<file path="src/rtl/icache_fill_ctrl.sv">
// rtl/icache_fill_ctrl.sv - direct-mapped read-only instruction cache with 4-word line fill
module icache_fill_ctrl #(
  parameter int INDEX_BITS = 5
) (
  input  logic        clk,
  input  logic        rst,
  input  logic [15:0] Addr,
  input  logic        Rd,
  output logic [15:0] DataOut,
  output logic        Done,
  output logic        CacheHit,
  output logic        Stall,
  output logic        valid,
  output logic        err,
  output logic        mem_rd,
  output logic [15:0] mem_addr,
  input  logic [15:0] mem_rdata,
  input  logic        mem_rvalid
);

  localparam int TAG_BITS = 16 - INDEX_BITS - 3;
  localparam int LINES    = 1 << INDEX_BITS;

  typedef enum logic [1:0] {
    S_IDLE = 2'd0,
    S_REQ  = 2'd1,
    S_WAIT = 2'd2,
    S_RESP = 2'd3
  } state_t;

  state_t              state_q;
  logic [1:0]          k_q;
  logic [15:1]         miss_addr_q;
  logic [LINES-1:0]    line_valid_q;
  logic [TAG_BITS-1:0] tag_q  [LINES];
  logic [15:0]         data_q [LINES*4];

  logic [INDEX_BITS-1:0] addr_idx;
  logic [INDEX_BITS-1:0] miss_idx;
  logic [TAG_BITS-1:0]   addr_tag;
  logic                  req_ok;
  logic                  hit;
  logic                  miss;

  assign addr_idx = Addr[INDEX_BITS+2:3];
  assign addr_tag = Addr[15:INDEX_BITS+3];
  assign miss_idx = miss_addr_q[INDEX_BITS+2:3];

  // Lookup only happens in IDLE; misaligned requests never touch the array
  assign req_ok = (state_q == S_IDLE) && Rd && !Addr[0];
  assign hit    = req_ok && line_valid_q[addr_idx] && (tag_q[addr_idx] == addr_tag);
  assign miss   = req_ok && !hit;

  // Fill sequencer: words always fetched 0..3, line marked valid only after the last one
  always_ff @(posedge clk) begin
    if (rst) begin
      state_q      <= S_IDLE;
      k_q          <= 2'd0;
      miss_addr_q  <= '0;
      line_valid_q <= '0;
    end else begin
      case (state_q)
        S_IDLE: begin
          if (miss) begin
            miss_addr_q            <= Addr[15:1];
            line_valid_q[addr_idx] <= 1'b0;
            k_q                    <= 2'd0;
            state_q                <= S_REQ;
          end
        end
        S_REQ: state_q <= S_WAIT;
        S_WAIT: begin
          if (mem_rvalid) begin
            if (k_q == 2'd3) begin
              line_valid_q[miss_idx] <= 1'b1;
              state_q                <= S_RESP;
            end else begin
              k_q     <= k_q + 2'd1;
              state_q <= S_REQ;
            end
          end
        end
        S_RESP: state_q <= S_IDLE;
        default: state_q <= S_IDLE;
      endcase
    end
  end

  // Tag and data arrays carry no reset; the valid bits alone decide whether they are trusted
  always_ff @(posedge clk) begin
    if (!rst && miss) begin
      tag_q[addr_idx] <= addr_tag;
    end
    if (!rst && (state_q == S_WAIT) && mem_rvalid) begin
      data_q[{miss_idx, k_q}] <= mem_rdata;
    end
  end

  // Output decode: hit path is combinational so a hit costs zero cycles
  always_comb begin
    DataOut  = 16'h0000;
    Done     = 1'b0;
    CacheHit = 1'b0;
    Stall    = 1'b0;
    valid    = 1'b0;
    err      = 1'b0;
    mem_rd   = 1'b0;
    mem_addr = 16'h0000;
    case (state_q)
      S_IDLE: begin
        if (Rd) begin
          if (Addr[0]) begin
            err = 1'b1;
          end else if (hit) begin
            DataOut  = data_q[{addr_idx, Addr[2:1]}];
            Done     = 1'b1;
            valid    = 1'b1;
            CacheHit = 1'b1;
          end else begin
            Stall = 1'b1;
          end
        end
      end
      S_REQ: begin
        Stall    = 1'b1;
        mem_rd   = 1'b1;
        mem_addr = {miss_addr_q[15:3], k_q, 1'b0};
      end
      S_WAIT: begin
        Stall = 1'b1;
      end
      S_RESP: begin
        DataOut = data_q[{miss_idx, miss_addr_q[2:1]}];
        Done    = 1'b1;
        valid   = 1'b1;
        Stall   = 1'b1;
      end
      default: begin
        Stall = 1'b0;
      end
    endcase
  end

endmodule

</file>
<file path="config.mk">
export PLATFORM = sky130hd
export DESIGN_NAME = icache_fill_ctrl
export DESIGN_NICKNAME = d
export VERILOG_FILES = /design/src/rtl/icache_fill_ctrl.sv
export SDC_FILE = /design/constraint.sdc
export NUM_CORES = 2
export LEC_CHECK = 0
export ABC_CLOCK_PERIOD_IN_PS = 11800
export CORE_MARGIN = 4
export CORE_UTILIZATION = 65
export DETAILED_ROUTE_END_ITERATION = 6
export PLACE_DENSITY = 0.84
export SYNTH_ARGS = -nofsm -noshare
export SYNTH_HDL_FRONTEND = slang
export SYNTH_SLANG_ARGS = --single-unit
export TNS_END_PERCENT = 100
</file>
<file path="constraint.sdc">
create_clock -name clk -period 11.8 [get_ports clk]
set_input_delay 3.54 -clock clk [delete_from_list [all_inputs] [get_ports clk]]
set_output_delay 3.54 -clock clk [all_outputs]
set_load 0.1 [all_outputs]
</file>
==> results.json <==
{
  "cts_hold_buf": 0,
  "pre_cts_ws_ns": 0.544,
  "grt.total_usage": 0.431,
  "crit_buf_inv": 5,
  "finalWirelength_um": 366000,
  "power.leakage_uw": 0.0363,
  "io_buffers": 72,
  "ir_drop_uv": 195,
  "hold_start": "line_valid_q[5]",
  "drc": 19,
  "r2r_slack_ns": 6.78,
  "drv_cap": 0,
  "finalMaxSlewViolations": 0,
  "ctsResizeCount": 0,
  "place.gp.congestion": 1.02,
  "hold_violations": 0,
  "rr_endpoint": "tag_q[26][1]",
  "rr_worst_depth": 10,
  "cts_root_buf": "clkbuf_16",
  "antenna_found_initial": 72,
  "yosysMostFrequentCell": "edfxtp_1",
  "synthArstFlopShare": 0,
  "setup_viol": 0,
  "synthFlopType": "edfxtp_1",
  "cp_max_fo": 54,
  "finalClockSkew_ns": 0.0384,
  "areaGrowthSynthToFinish_pct": 11.5,
  "critPathKind": "input pin to output port",
  "vias_per_cell": 8.46,
  "dp_hpwl_um": 213000,
  "cts_max_path_buffers": 3,
  "numClockSinks": 2362,
  "holdWs_ns": 0.478,
  "grt_pass1_vias": 63296,
  "post_cts_buffers": 0,
  "rows": 148,
  "syn_inst": 5003,
  "clkTransAtPathRegs_ns": 0.06,
  "htreeDepth": 4,
  "relSlewSlack": 0.0770,
  "syn-num-nets": 5045,
  "cts_tree": "built",
  "nFillCells": 8396,
  "ant_nets": 0,
  "status": "finished, violations left",
  "netlist_area_sq_um": 108000,
  "crit_arrival_ns": 7.98,
  "yosys_warnings": 0,
  "period_needed_ns": 11.52,
  "final_nets": 5206,
  "dieWidth_um": 415,
  "p_total_uw": 18900,
  "synth_edf_count": 2304,
  "wire_per_inst_um": 48.2,
  "worst_pin_slew_ns": 1.38,
  "fp.dieH_um": 415,
  "overflow": 0,
  "fp.coreArea_sq_um": 164000,
  "max_freq_ghz": 0.0868,
  "cp-start-kind": "input pin",
  "yosysSeqAreaShare": 0.654,
  "yosysTopAreaCellShare": 0.643,
  "syn_area_per_cell_sq_um": 21.5,
  "synthDistinctLibCells": 71,
  "cts_buffers": 230,
  "start_util": 0.658,
  "synth-seq-cells": 2362,
  "crit_chain": "buf_8 -> buf_12 -> buf_4 -> nand2b_1 -> o22a_1 -> o22ai_1 -> a311oi_1 -> nand3_1 -> a21oi_1 -> buf_4 -> buf_12",
  "finalCritPeriodShare": 0.976,
  "vias": 64214,
  "ys_top_cells_by_area": "edfxtp_1 64%, mux4_2 27%, mux2i_1 1.4%, dfxtp_1 1.1%, nor2_1 0.75%",
  "setup_slack_ns": 0.283,
  "slowest_delay_ns": 0.99,
  "drive_above_1_share": 0.398,
  "min_to": "line_valid_q[5]",
  "drt_iter0_markers": 14230,
  "grt_pass1_wl_um": 510000,
  "whs_path_depth": 2,
  "dieArea_sq_um": 172000,
  "hold_class": "flip-flop to flip-flop",
  "synth_common_cells": "2304 x edfxtp_1, 1311 x mux4_2, 214 x nor2_1, 198 x clkbuf_1, 153 x mux2i_1",
  "worst_skew_pair.late_latency_ns": 0.90,
  "rsz0062_at_grt": "false",
  "drt_first_pass_iters": 7,
  "ioPinCount": 74,
  "cp-end-kind": "output port",
  "tns_ns": 0,
  "reg2reg_from": "tag_q[26][7]",
  "critPathRequiredTime_ns": 8.26,
  "grt_start_max_net_pins": 129,
  "crit_family": "buffers and inverters",
  "yosysTopAreaCell": "edfxtp_1",
  "p_per_area_nw_per_um2": 158,
  "violations": "design-rule violations",
  "worst_path_max_delay_cell": "a311oi_1"
}
## cells in the final DEF, fill, tap and decap left out, types with 16 or more instances in the layout
| cell type | netlist | routed |
|---|---|---|
| clkbuf_1 | 198 | 45 |
| buf_12 | 0 | 47 |
| nand3_1 | 16 | 16 |
| nor2_1 | 214 | 86 |
| bufinv_16 | 0 | 29 |
| nor2_2 | 1 | 105 |
| mux4_2 | 1311 | 1311 |
| inv_1 | 27 | 26 |
| clkinv_2 | 0 | 48 |
| nor4_1 | 21 | 21 |
| nand2_1 | 102 | 100 |
| clkinv_1 | 2 | 55 |
| and2_1 | 19 | 19 |
| buf_4 | 21 | 239 |
| mux2_2 | 30 | 30 |
| o21ai_0 | 30 | 30 |
| mux2i_1 | 153 | 153 |
| clkdlybuf4s50_1 | 0 | 28 |
| a21oi_1 | 43 | 43 |
| clkbuf_16 | 0 | 234 |
| diode_2 | 0 | 47 |
| edfxtp_1 | 2304 | 2304 |
| dfxtp_1 | 58 | 52 |
| nor2_4 | 0 | 24 |
| o22ai_1 | 90 | 90 |
## report_power, final
group	leakage [uW]	internal, uW	switching [uW]
clock	0.00371	4270	3290
combinational	0.0114	820	1310
sequential	0.0212	9210	46.7
## how the worst max path moves through the flow
stage,startpoint,cells past startpoint,slack (ns),end
2_1_floorplan,Addr[4],12,0.37,DataOut[11]
3_3_place_gp,Addr[4],12,0.53,DataOut[9]
3_5_place_dp,Addr[4],12,0.54,DataOut[9]
4_1_cts,Addr[4],12,0.52,DataOut[9]
5_1_grt,Addr[4],12,0.28,DataOut[9]
6_report,Addr[4],11,0.28,DataOut[4]
## area by class of cell
| class | count | area [sq um] | share of cell area |
|---|---|---|---|
| Sequential cell | 2362 | 70400 | 0.587 |
| Multi-Input combinational cell | 2218 | 35800 | 0.299 |
| Clock buffer | 280 | 6040 | 0.0504 |
| Timing Repair Buffer | 323 | 3110 | 0.0259 |
| Tap cell | 2175 | 2720 | 0.0227 |
| Clock inverter | 155 | 1560 | 0.0130 |
| Antenna cell | 47 | 118 | 0.000981 |
| Inverter | 29 | 109 | 0.000908 |
## registers in the layout (all words and copies together), names as in the netlist, named ones only
register	cells
line_valid_q	32
tag_q	256
state_q	2
k_q	2
miss_addr_q	15
data_q	2048
## tightest hold or removal path: cells and delay by family, from the launching register on
| family | cells | cell delay (ns) |
|---|---|---|
| AOI/OAI and AO/OA | 1 | 0.07 |
| buffers and inverters | 1 | 0.05 |
| DFF | 1 | 0.31 |
## logic make-up (layout without fill, tap and decap cells)
kind of cell	Yosys count	after routing	synth area share
fa+ha+maj	6	6	0.000698
simple gates	467	467	0.0206
compound gates	249	249	0.0155
other cells	1	48	0.0000349
mux	1494	1494	0.292
flops	2362	2362	0.654
xor+xnor	1	1	0.0000815
buf+inv	423	787	0.0168
## metal layers
metal / wire, um / track usage / vias to the layer above / share of wire
met1: 107000 / 0.538 / 32482 / 0.29
met3: 63300 / 0.185 / 1858 / 0.17
li1: - / - / 22375 / -
met5: 742 / 0.0194 / - / 0.0020
met4: 32100 / 0.277 / 48 / 0.088
met2: 163000 / 0.625 / 7451 / 0.45
## metrics by stage
stage / cell area, sq um / utilization / cells
6_report: 120000 / 0.733 / 7589
5_1_grt: 120000 / 0.732 / 7559
4_1_cts: 120000 / 0.732 / 7541
3_5_place_dp: 112000 / 0.686 / 7106
3_3_place_gp: 112000 / 0.686 / 7106
2_1_floorplan: 108000 / - / 5003
Note: power is estimated with default switching activity, not from simulation.
